==> config.mk <==
export PLATFORM = sky130hd
export DESIGN_NAME = wb_stage_reg
export DESIGN_NICKNAME = d
export VERILOG_FILES = /design/src/rtl/wb_stage_reg.sv
export SDC_FILE = /design/constraint.sdc
export NUM_CORES = 1
export LEC_CHECK = 0
export BUFFER_PORTS_ARGS = -buffer_cell sky130_fd_sc_hd__buf_2
export CORE_UTILIZATION = 45
export CTS_CLUSTER_SIZE = 28
export DETAILED_ROUTE_END_ITERATION = 10
export PLACE_DENSITY = 0.92
export SYNTH_ARGS = -nofsm -noshare
export SYNTH_HDL_FRONTEND = slang
export SYNTH_SLANG_ARGS = --single-unit
==> constraint.sdc <==
create_clock -name clk -period 5 [get_ports clk]
set_input_delay 0.75 -clock clk [delete_from_list [all_inputs] [get_ports clk]]
set_output_delay 0.75 -clock clk [all_outputs]
set_load 0.02 [all_outputs]
==> src/rtl/wb_stage_reg.sv <==
// Writeback stage register: holds the four writeback-mux candidates and waits for load data.
// Optional macro WB_LOAD_EXT_EN adds load alignment and sign/zero extension.
module wb_stage_reg #(
  parameter int unsigned DATA_W = 32
) (
  input  logic              clk,
  input  logic              rst,
  input  logic              in_valid,
  output logic              in_ready,
  input  logic [DATA_W-1:0] in_alu,
  input  logic [DATA_W-1:0] in_pc4,
  input  logic [DATA_W-1:0] in_imm,
  input  logic [1:0]        in_wb_sel,
  input  logic [4:0]        in_rd,
  input  logic              in_reg_write,
  input  logic              in_is_load,
  input  logic [2:0]        in_funct3,
  input  logic [1:0]        in_addr_lo,
  input  logic              dmem_rvalid,
  input  logic [DATA_W-1:0] dmem_rdata,
  input  logic              flush,
  output logic              out_valid,
  output logic [DATA_W-1:0] out_alu,
  output logic [DATA_W-1:0] out_mem,
  output logic [DATA_W-1:0] out_pc4,
  output logic [DATA_W-1:0] out_imm,
  output logic [1:0]        out_wb_sel,
  output logic [4:0]        out_rd,
  output logic              out_reg_write
);

  typedef enum logic [1:0] {IDLE, WAIT_LD, VALID} state_t;

  state_t            state, next_state;
  logic              accept;
  logic              load_done;
  logic              valid_d;
  logic              reg_write_d;
  logic              cap_reg_write;
  logic [DATA_W-1:0] load_data;

  assign in_ready  = (state != WAIT_LD);
  assign accept    = in_valid && in_ready && !flush;
  assign load_done = (state == WAIT_LD) && dmem_rvalid && !flush;

`ifdef WB_LOAD_EXT_EN
  logic [2:0]        cap_funct3;
  logic [1:0]        cap_addr_lo;
  logic [DATA_W-1:0] shifted;

  always_ff @(posedge clk or posedge rst) begin
    if (rst) begin
      cap_funct3  <= 3'b000;
      cap_addr_lo <= 2'b00;
    end else if (accept) begin
      cap_funct3  <= in_funct3;
      cap_addr_lo <= in_addr_lo;
    end
  end

  // Bring the addressed byte/halfword down to bit 0, then extend by load type.
  always_comb begin
    shifted   = dmem_rdata >> {cap_addr_lo, 3'b000};
    load_data = dmem_rdata;
    case (cap_funct3)
      3'b000:  load_data = {{(DATA_W-8){shifted[7]}}, shifted[7:0]};
      3'b001:  load_data = {{(DATA_W-16){shifted[15]}}, shifted[15:0]};
      3'b100:  load_data = {{(DATA_W-8){1'b0}}, shifted[7:0]};
      3'b101:  load_data = {{(DATA_W-16){1'b0}}, shifted[15:0]};
      default: load_data = dmem_rdata;
    endcase
  end
`else
  logic unused_load_cfg;

  assign unused_load_cfg = ^{in_funct3, in_addr_lo};
  assign load_data       = dmem_rdata;
`endif

  always_ff @(posedge clk or posedge rst) begin
    if (rst) state <= IDLE;
    else     state <= next_state;
  end

  // Next state plus the next values of the registered handshake outputs; flush wins.
  always_comb begin
    next_state  = state;
    valid_d     = 1'b0;
    reg_write_d = 1'b0;
    case (state)
      IDLE, VALID: begin
        next_state = IDLE;
        if (accept) begin
          next_state  = in_is_load ? WAIT_LD : VALID;
          valid_d     = !in_is_load;
          reg_write_d = !in_is_load && in_reg_write && (in_rd != 5'd0);
        end
      end
      WAIT_LD: begin
        if (dmem_rvalid) begin
          next_state  = VALID;
          valid_d     = 1'b1;
          reg_write_d = cap_reg_write;
        end
      end
      default: next_state = IDLE;
    endcase
    if (flush) begin
      next_state  = IDLE;
      valid_d     = 1'b0;
      reg_write_d = 1'b0;
    end
  end

  always_ff @(posedge clk or posedge rst) begin
    if (rst) begin
      out_valid     <= 1'b0;
      out_reg_write <= 1'b0;
      out_alu       <= '0;
      out_mem       <= '0;
      out_pc4       <= '0;
      out_imm       <= '0;
      out_wb_sel    <= 2'b00;
      out_rd        <= 5'd0;
      cap_reg_write <= 1'b0;
    end else begin
      out_valid     <= valid_d;
      out_reg_write <= reg_write_d;
      if (accept) begin
        out_alu       <= in_alu;
        out_pc4       <= in_pc4;
        out_imm       <= in_imm;
        out_wb_sel    <= in_wb_sel;
        out_rd        <= in_rd;
        cap_reg_write <= in_reg_write && (in_rd != 5'd0);
      end
      if (load_done) out_mem <= load_data;
    end
  end

endmodule

After elaboration in Yosys (flattened, before gate mapping)

Cells that the tools add are included.

Memories kept: 0
Logic and storage cells: 39
Bits in registers: 140
Output and inout port bits: 138
Bits in latches: 0
Input port bits: 147
RAM bits: 0
Bits in read-only memories: 0

Order comparisons: 0
Bitwise gates (word level): 0
Shift operators: 0
Reduce and logical (&&, ||, !) cells: 12
Eq/ne operators: 4
Div/mod/pow operators: 0
Multiplexer cells: 13
$add $sub $neg: 0
Multiply operators: 0

Operators by type and width:

| kind                                                                     | number |
|---|---|
| 2-bit two-way mux                                                        | 4 |
| 1-bit logical AND                                                        | 7 |
| 1-bit two-way mux                                                        | 6 |
| 5-bit nonzero test                                                       | 1 |
| 1-bit case mux with 2 select lines                                       | 2 |
| 2-bit case mux with 2 select lines                                       | 1 |
| 3-bit inequality test (second input constant)                            | 1 |
| 2-bit by 1-bit == test with 1-bit output (second input constant)         | 1 |
| 2-bit == test (second input constant)                                    | 1 |
| 1-bit logical NOT                                                        | 2 |
| 2-bit logical NOT                                                        | 1 |
| 2-bit by 1-bit inequality test with 1-bit output (second input constant) | 1 |
| 2-bit OR reduction                                                       | 1 |

Logic depth before layout (Yosys ltp)

Gate-level depths: netlist (run 1).

Word-level depth: 6
Mapped depth: 5
Mapped depth without buffers: 3

Least setup slack after synthesis (run 1)

No wires, ideal clock.

Path kind: input port to flip-flop
From: input dmem_rvalid
To: register out_mem[10]
Setup time: 0.125 ns
Path buffers: 1
Cell stages on the path: 3
Slack: 3.260 ns
Data arrival time: 1.615 ns
Required time: 4.875 ns
Cells stage by stage: nor3b_4 > buf_6 > mux2_2

Word-level cells in the longest chain between the ends: 2

RTL lines:

| item                           | RTL line | text |
|---|---|---|
| start, declared                | 19       | `input logic dmem_rvalid,` |
| 1-bit logical AND (2 in a row) | 44       | `assign load_done = (state == WAIT_LD) && dmem_rvalid && !flush;` |
| end signal, assigned           | 137      | `if (load_done) out_mem <= load_data;` |
| end, declared                  | 24       | `output logic [DATA_W-1:0] out_mem,` |

Every way passes these cells.
A chain may end at the register's enable or synchronous reset.

Worst setup path after layout (run 1)

From: register state[0]
To: output in_ready

Word-level cells in the longest chain between the ends: 1

RTL lines:

| item                                             | RTL line | text |
|---|---|---|
| start, declared                                  | 34       | `state_t state, next_state;` |
| start signal, assigned                           | 82       | `else state <= next_state;` |
| 2-bit by 1-bit inequality test with 1-bit output | 42       | `assign in_ready = (state != WAIT_LD);` |
| end, declared                                    | 9        | `output logic in_ready,` |

Every way passes these cells.

==> metrics, run 1 <==
status=completed; Post-Syn Area=0.00525 mm2; post-synthesis sequential area ratio=66.7%; latest clock arrival within the worst-skew pair=0.41 ns; TritonCTS clock tree=yes; Layout fillers=833; grt ovf=0; Via density=4.89; Detailed Routing Iterations Pass 1=4; final setup vio count=0; Hold Buf Count CTS=0; VDD IR max=0.000345 V; Port Buffer Count=279; arrival time worst endpoint=1.15 ns; IO Count=285; Initial Utilization=46.0%; commonest cells after routing, fill and taps aside=buf_2, dfrtp_1, mux2_2; final hold vios=0; synth warn=0; Top Metal Used=met4; commonest non-fill, non-tap cell in the layout=buf_2; FMAX=527 MHz; Clk pin slew, worst setup/hold paths=0.06 ns; Synth cell types=19; Pwr per Cell Area=484 mW/mm2; Crit Path Max Fanout=4; Mean Syn Cell Area=17.2 um2; Total Routed Length=12.0 mm; critical path type=reg -> out; TritonCTS Buffers=17; Routed WL per cell=16.1 um; HPWL Detailed=8.74 mm; largest net degree at the start of global routing=93; initial antenna violation count=0; RSZ-0062 raised after global routing=false; H-tree lvl count=4; fraction of layout cells with a size suffix above 1=74.5%; Iteration-0 DRC Markers=121; Metal-1 WL=4.51 mm; Layout area overhead=39.4%; clk buf depth=2; Setup TNS=0 ns; Vias=3651; metal2 WL=6.31 mm; clock root cell=clkbuf_16; Total Nets Final=740; Die Area=0.0121 mm2; Gate Count Post-Synth=305; Layout Skew=0.00592 ns; CP Launch Type=register; DRC Markers=0; Antenna Cells=0; Die Ht=110 um; Crit. Startpoint=state[0]; relative slew slack=47.5%; register area=0.00350 mm2; CTS Sinks=140; Final period util=37.9%; Routed Antenna Nets=0; total core area=0.0114 mm2; Hold/Removal Path Class=in -> async; FF+latch count, synth=140; Reg-to-Reg Start=state[1]; measured slew at the worst slew-check pin=0.788 ns; post-cts sizing count=0; GRT Util Overall=19.7%; Rows=39; global-route wire length before repair=17.6 mm; MaxCap Viol Count=0; vias in the first global route=3760; Post-CTS Repair Setup Buffers=0; syn_nets=452; fin. max-slew vios=0; min Tclk post-route=1.90 ns; Pwr Total=0.00355 W; Pleak=3.70 nW; WL met3=898 um; Die X=110 um; required time at the worst-slack endpoint=4.25 ns; Multi-input gate area=0.00164 mm2; crit end category=output port; global placement routability congestion=0.734
[synthesized netlist by cell type]
cell	count	area share, %
inv_1	2	0.14
o21ai_0	1	0.095
o2bb2ai_1	1	0.17
buf_6	3	0.64
nor3b_4	1	0.36
nor2_1	1	0.071
nand2_1	1	0.071
o22a_1	1	0.17
mux2_2	135	29
a21oi_1	1	0.095
or4_1	1	0.14
buf_2	4	0.38
buf_4	7	1.0
mux2i_1	1	0.19
nand2b_1	2	0.24
or4b_2	1	0.19
nand2b_4	1	0.26
dfrtp_1	140	67
nand3b_1	1	0.14
[registers in the layout (all words and copies together) (netlist names)]
register,cells
out_wb_sel,2
out_alu,32
out_imm,32
out_mem,32
out_valid,1
out_rd,5
out_reg_write,1
cap_reg_write,1
out_pc4,32
state,2
[cell families after synthesis]
| group | after synthesis | share of synthesized area, % |
|---|---|---|
| AO/OA/AOI/OAI | 4 | 0.524 |
| AND/OR/NAND/NOR | 9 | 1.48 |
| flip-flops | 140 | 66.7 |
| multiplexers | 136 | 29.1 |
| buffers and inverters | 16 | 2.17 |
[per-layer routing]
| layer | up-vias | GRT usage, % |
|---|---|---|
| met2 | 182 | 34.8 |
| met1 | 1791 | 20.8 |
| met5 | - | 0 |
| met3 | 26 | 6.06 |
| met4 | 0 | 11.2 |
| li1 | 1652 | - |
[final cells by class]
class | count | area share (%)
Clock inverter | 8 | 1.26
Inverter | 2 | 0.171
Clock buffer | 22 | 6.48
Sequential cell | 140 | 47.8
Tap cell | 143 | 2.44
Multi-Input combinational cell | 149 | 22.3
Timing Repair Buffer | 283 | 19.5
[worst max-delay path: stages, from the launching register on]
cell and delay [ns]:
dfrtp_1 0.44, nand2b_4 0.13, buf_2 0.17
[final timing paths]
| path | endpoint | slack (ns) | cells after the start |
|---|---|---|---|
| setup reg to reg | out_imm[31] | 3.19 | 4 |
| hold reg to reg | out_pc4[1] | 0.50 | 1 |
| setup / recovery | in_ready | 3.10 | 2 |
| max in group asynchronous | out_pc4[22] | 3.34 | 3 |
| hold / removal | out_alu[8] | 0.48 | 2 |
| min in group clk | out_pc4[1] | 0.50 | 1 |
[where the power goes]
part / switching (W) / internal [W] / leakage (nW) / total (W)
Clock: 0.000436 / 0.000763 / 0.281 / 0.00120
Sequential: 0.000112 / 0.00136 / 1.67 / 0.00147
Combinational: 0.000505 / 0.000370 / 1.75 / 0.000875
[stage by stage]
stage          worst slack, ns  cells  cell area [um2]  hold WS, ns  util, %
2_1_floorplan            0.497    305             5250        0.493        -
3_3_place_gp              2.90    717             6760        0.481     59.2
6_report                  3.10    747             7320        0.480     64.1
3_5_place_dp              2.84    717             6760        0.487     59.2
5_1_grt                   3.06    747             7320        0.512     64.1
4_1_cts                   3.09    747             7320        0.499     64.1
Power figures use the tool's default switching activity.
==> run 2: changes to the inputs <==
- ABC_AREA: unset -> 1
- PLACE_DENSITY: 0.92 -> 0.91
- clock period: 5 -> 1.84 ns (I/O delays scaled with it)
==> run 2 against run 1 <==
Against the previous run: the flow now finishes with violations (design-rule violations); clock skew increased by 0.0013 ns; synthesized area increased by 2.5%; via count increased by 30%; utilization increased by 0.46 points; worst hold slack got worse by 0.41 ns; count of clock-buffer cells in the layout increased by 1; setup slack got worse by 2.9 ns; sequential power increased to 2.7 times the previous value; global-route usage increased by 3.5 points.
==> metrics, run 2 <==
status=finished, violations left (was completed); failing checks=design-rule violations; Yosys top cell area share=65.1% (was 66.7%); H-tree lvl count=4 (unchanged); Post-Syn Area=0.00538 mm2 (was 0.00525 mm2); Clock Power Share=33.9% (was 33.8%); Clk pin slew, worst setup/hold paths=0.06 ns (about the same); grt met2 use=39.5% (was 34.8%); Net Sw Frac=31.5% (was 29.7%); Routed Antenna Nets=0 (unchanged); Synth Area in Simple Gates=25.1% (was 1.48%); ranking of synthesized cells by area=dfrtp_1, nand2_1, o21ai_1 (was dfrtp_1, mux2_2, buf_4); Post-CTS Repair Setup Buffers=0 (unchanged); FF+latch count, synth=140 (unchanged); CP Launch Type=register (unchanged); Post-synth EDFFs=0 (unchanged); met3 usage=6.37% (was 6.06%); Hold Path Cell Cnt=3; Crit Path Max Fanout=38 (was 4); GRT Util Overall=23.2% (was 19.7%); Detailed Routing Iterations Pass 1=9 (was 4); grt ovf=0 (unchanged); measured slew at the worst slew-check pin=0.463 ns (was 0.788 ns); Synth Area in Adders=0% (unchanged); r2r worst-path depth=7 (was 4); Post-synth top cells=nand2_1, dfrtp_1, inv_1 (was dfrtp_1, mux2_2, buf_4); Initial Utilization=46.8% (was 46.0%); Rows=39 (unchanged); post-synthesis sequential area ratio=65.1% (was 66.7%); Most used DFF post-synth=dfrtp_1 (unchanged); met1 usage=26.5% (was 20.8%); fin cells=1029 (was 747); fraction of layout cells with a size suffix above 1=36.1% (was 74.5%); total core area=0.0115 mm2 (was 0.0114 mm2); FMAX=626 MHz; Final Util=64.6% (was 64.1%); Layout area overhead=38.2% (was 39.4%); TritonCTS Buffers=17 (unchanged); post-synth top area cell=dfrtp_1 (unchanged); final hold vios=0 (unchanged); Total Nets Final=1022 (was 740); global-route wire length before repair=22.2 mm (was 17.6 mm); Synth cell types=16 (was 19); CTS Sinks=140 (unchanged); fin. max-slew vios=0 (unchanged); Routed WL per cell=13.4 um (was 16.1 um); MaxCap Viol Count=0 (unchanged); GRT busiest layer=met2 (unchanged); global placement routability congestion=0.767 (was 0.734); Hold Buf Count CTS=1 (was 0); combinational power share=23.6% (was 24.7%); Final period util=86.8%; Hold/Removal Path Class=in -> reg (was in -> async); Iteration-0 DRC Markers=398 (was 121); Die Area=0.0124 mm2 (was 0.0121 mm2); arrival time worst endpoint=1.88 ns (was 1.15 ns); Total Routed Length=13.8 mm (was 12.0 mm); DP Cell Count=998 (was 717); RSZ-0062 raised after global routing=false (unchanged); Antenna Cells=0 (unchanged); Port Buffer Count=279 (unchanged); relative slew slack=69.1% (was 47.5%); Switching Power=0.00291 W (was 0.00105 W); vias in the first global route=4641 (was 3760); Compound-Gate Fraction of Synth Area=3.49% (was 0.524%); Die X=111 um (was 110 um); largest net degree at the start of global routing=105 (was 93); Vias=4759 (was 3651); synth warn=0 (unchanged); clock root cell=clkbuf_16 (unchanged); HPWL Detailed=9.72 mm (was 8.74 mm); required time at the worst-slack endpoint=2.13 ns (was 4.25 ns); latest clock arrival within the worst-skew pair=0.40 ns (was 0.41 ns); Die Ht=111 um (was 110 um); final setup vio count=0 (unchanged); initial antenna violation count=1 (was 0); Via density=4.62 (was 4.89); VDD IR max=0.000689 V (was 0.000345 V); post-cts sizing count=0 (unchanged); Mean Syn Cell Area=8.99 um2 (was 17.2 um2); commonest cells after routing, fill and taps aside=nand2_1, buf_2, dfrtp_1 (was buf_2, dfrtp_1, mux2_2); min Tclk post-route=1.60 ns; largest family of logic cells by synthesized area=simple AND/OR/NAND/NOR gates (was multiplexers); sequential share of power=42.5% (was 41.5%); Gate Count Post-Synth=599 (was 305); crit end category=register (was output port); syn_nets=746 (was 452); asr flop ratio synth=100% (unchanged); DRC Markers=38 (was 0); IO Count=285 (unchanged); Pleak=4.47 nW (was 3.70 nW); most frequent cell after synthesis=nand2_1 (was dfrtp_1); internal power=0.00631 W (was 0.00249 W); clk buf depth=2 (unchanged); XOR/XNOR share of the synthesized area=0% (unchanged); critical path type=reg -> reg (was reg -> out); Pwr per Cell Area=1240 mW/mm2 (was 484 mW/mm2); TritonCTS clock tree=yes (unchanged); mux share of post-synthesis cell area=0% (was 29.1%); Layout Skew=0.00723 ns (was 0.00592 ns); commonest non-fill, non-tap cell in the layout=nand2_1 (was buf_2)
-- run 2: changes by cell type after synthesis, moves of 3 or more --
cell	change
nand3_1	+6
o21ai_0	+4
buf_2	+12
mux2_2	-135
inv_1	+34
nand2_1	+341
inv_2	+3
buf_6	+3
o21ai_1	+30
-- run 2: cell type report --
cell class | instances | area (um2)
sequential | 140 | 3500
timing repair buffer | 286 | 1510
multi-input combinational | 391 | 1550
clock inverter | 7 | 66.3
clock buffer | 23 | 478
inverter | 39 | 151
tap | 143 | 179
fill | 926 | 4080
-- run 2: power by group through the flow --
stage | clock network [W] | registers (W) | logic (W)
3_3_place_gp | 0 | 0.00394 | 0.00212
6_report | 0.00313 | 0.00392 | 0.00217
3_5_place_dp | 0 | 0.00395 | 0.00219
4_1_cts | 0.00318 | 0.00392 | 0.00220
2_1_floorplan | 0 | 0.00464 | 0.000593
5_1_grt | 0.00334 | 0.00398 | 0.00237
-- run 2: kinds of logic (layout without fill, tap and decap cells) --
family | Yosys count | count (layout)
AOI/OAI and AO/OA | 37 | 37
buffers and inverters | 68 | 355
DFF | 140 | 140
and+or+nand+nor | 354 | 354
-- run 2: worst paths after layout --
kind | from | endpoint | slack, ns
max | state[0] | out_alu[24] | 0.24
min | in_imm[4] | out_imm[4] | 0.07
max reg2reg | state[0] | out_alu[24] | 0.24
min reg2reg | out_imm[4] | out_imm[4] | 0.47
max in group asynchronous | rst | out_alu[21] | 0.72
min in group asynchronous | rst | out_pc4[5] | 0.47
-- run 2: stage by stage --
stage	total power (W)	setup slack [ns]	TNS (ns)	hold slack [ns]	instance area, um2
final	0.00922	0.243	0	0.0699	7440
after global routing	0.00968	0.137	0	0.0574	7440
after CTS	0.00930	0.229	0	0.0500	7440
after detailed placement	0.00614	0.163	0	0.309	6880
after global placement	0.00606	0.224	0	0.301	6880
after floorplan	0.00524	-0.185	-25.91	0.339	5390
-- run 2: routing by layer --
metal  wire length (um)  up-vias
li1                   -     2358
met1               5440     2151
met2               6870      211
met3                957       39
met4                485        0
met5                  0        -
-- run 2: worst max-delay path, stage by stage (launching register included) --
cell	delay (ns)
dfrtp_1	0.37
inv_2	0.08
nor2_4	0.05
nor2_4	0.13
clkinv_2	0.29
buf_4	0.36
nand2_1	0.11
nand2_1	0.06
==> run 3: changes to the inputs <==
- GPL_TIMING_DRIVEN: unset -> 0
==> run 3 against run 2 <==
Against the previous run: the run still ends with design-rule violations left; combinational power about the same; die area unchanged; critical endpoint is now in_ready; setup slack improved by 0.10 ns; critical path type is now reg -> out; clock power increased by 16%; wire length increased by 4.4%; non-clock buffer count increased by 26.
==> metrics, run 3 (synthesized netlist as in run 2, its figures left out) <==
Die X=111 um (unchanged); TritonCTS Buffers=17 (unchanged); min Tclk post-route=1.50 ns (was 1.60 ns); Antenna Cells=0 (unchanged); Layout area overhead=42.5% (was 38.2%); RSZ-0062 raised after global routing=false (unchanged); global placement routability congestion=0.807 (was 0.767); clk buf depth=2 (unchanged); grt ovf=0 (unchanged); DRC Markers=38 (unchanged); Hold Buf Count CTS=1 (unchanged); crit end category=output port (was register); relative slew slack=70.3% (was 69.1%); Port Buffer Count=279 (unchanged); post-cts sizing count=0 (unchanged); clock root cell=clkbuf_16 (unchanged); fin. max-slew vios=0 (unchanged); Via density=4.62 (about the same); Layout fillers=874 (was 926); DP Cell Count=1024 (was 998); Routed Antenna Nets=0 (unchanged); Clk pin slew, worst setup/hold paths=0.06 ns (about the same); failing checks=design-rule violations (unchanged); Total Nets Final=1048 (was 1022); measured slew at the worst slew-check pin=0.445 ns (was 0.463 ns); HPWL Detailed=10.8 mm (was 9.72 mm); CTS Sinks=140 (unchanged); Crit Path Max Fanout=4 (was 38); commonest cells after routing, fill and taps aside=nand2_1, buf_2, dfrtp_1 (unchanged); Die Area=0.0124 mm2 (unchanged); largest net degree at the start of global routing=46 (was 105); vias in the first global route=4718 (was 4641); TritonCTS clock tree=yes (unchanged); Rows=39 (unchanged); fin cells=1057 (was 1029); status=finished, violations left (unchanged); GRT Util Overall=24.4% (was 23.2%); Total Routed Length=14.4 mm (was 13.8 mm); latest clock arrival within the worst-skew pair=0.41 ns (was 0.40 ns); arrival time worst endpoint=1.22 ns (was 1.88 ns); final hold vios=0 (unchanged); Multi-input gate area=0.00154 mm2 (was 0.00155 mm2); Iteration-0 DRC Markers=341 (was 398); Routed WL per cell=13.6 um (was 13.4 um); critical path type=reg -> out (was reg -> reg); Worst Hold Slack=0.0642 ns (was 0.0699 ns); required time at the worst-slack endpoint=1.56 ns (was 2.13 ns); Hold/Removal Path Class=in -> reg (unchanged); Vias=4881 (was 4759); Layout Skew=0.00568 ns (was 0.00723 ns); Final period util=81.3% (was 86.8%); Pleak=4.61 nW (was 4.47 nW); fraction of layout cells with a size suffix above 1=37.9% (was 36.1%); VDD IR max=0.000609 V (was 0.000689 V); CP Launch Type=register (unchanged); FMAX=668 MHz (was 626 MHz); total core area=0.0115 mm2 (unchanged); commonest non-fill, non-tap cell in the layout=nand2_1 (unchanged); Die Ht=111 um (unchanged); H-tree lvl count=4 (unchanged); global-route wire length before repair=23.3 mm (was 22.2 mm); final setup vio count=0 (unchanged); initial antenna violation count=1 (unchanged); Detailed Routing Iterations Pass 1=8 (was 9); Post-CTS Repair Setup Buffers=0 (unchanged); Initial Utilization=46.8% (unchanged); Pwr per Cell Area=1270 mW/mm2 (was 1240 mW/mm2); IO Count=285 (unchanged); register area=0.00350 mm2 (unchanged); MaxCap Viol Count=0 (unchanged)
## run 3: metal layers
metal / global-route usage (%) / wire (um)
met1: 28.9 / 5810
met2: 42.3 / 7200
met3: 6.42 / 986
met4: 9.91 / 365
met5: 0 / 0
## run 3: final timing paths
path / from / end / slack (ns) / cells after the start
max in group asynchronous: rst / out_alu[21] / 0.56 / 5
hold reg to reg: out_alu[18] / out_alu[18] / 0.46 / 2
hold / removal: in_imm[16] / out_imm[16] / 0.06 / 3
setup / recovery: state[1] / in_ready / 0.34 / 3
setup reg to reg: state[0] / out_pc4[24] / 0.42 / 8
min in group asynchronous: rst / out_imm[28] / 0.44 / 3
## run 3: cell type report
type,count,area share [%]
Buffer,29,2.51
Clock buffer,22,6.18
Clock inverter,10,2.12
Inverter,39,1.96
Multi-Input combinational cell,391,20.1
Sequential cell,140,45.7
Tap cell,143,2.33
Timing Repair Buffer,283,19.1
## run 3: through the flow
stage          cell area [um2]  TNS, ns  setup WS (ns)  total power (W)  util [%]
2_1_floorplan             5390   -25.91         -0.185          0.00524         -
3_3_place_gp              6960  -140.12          -1.01          0.00609      60.5
3_5_place_dp              7020        0          0.325          0.00618      61.0
4_1_cts                   7670        0          0.318          0.00983      66.6
5_1_grt                   7670        0          0.266           0.0102      66.6
6_report                  7670        0          0.344          0.00975      66.6
## run 3: critical path, cell delays in order (launching register included)
cell,delay (ns)
dfrtp_1,0.40
nor2_4,0.17
inv_1,0.08
buf_2,0.17
## run 3: power by group
group          switching [W]  internal (W)
Sequential          0.000293       0.00363
Clock                0.00125       0.00238
Combinational        0.00144      0.000763
Total                0.00298       0.00677
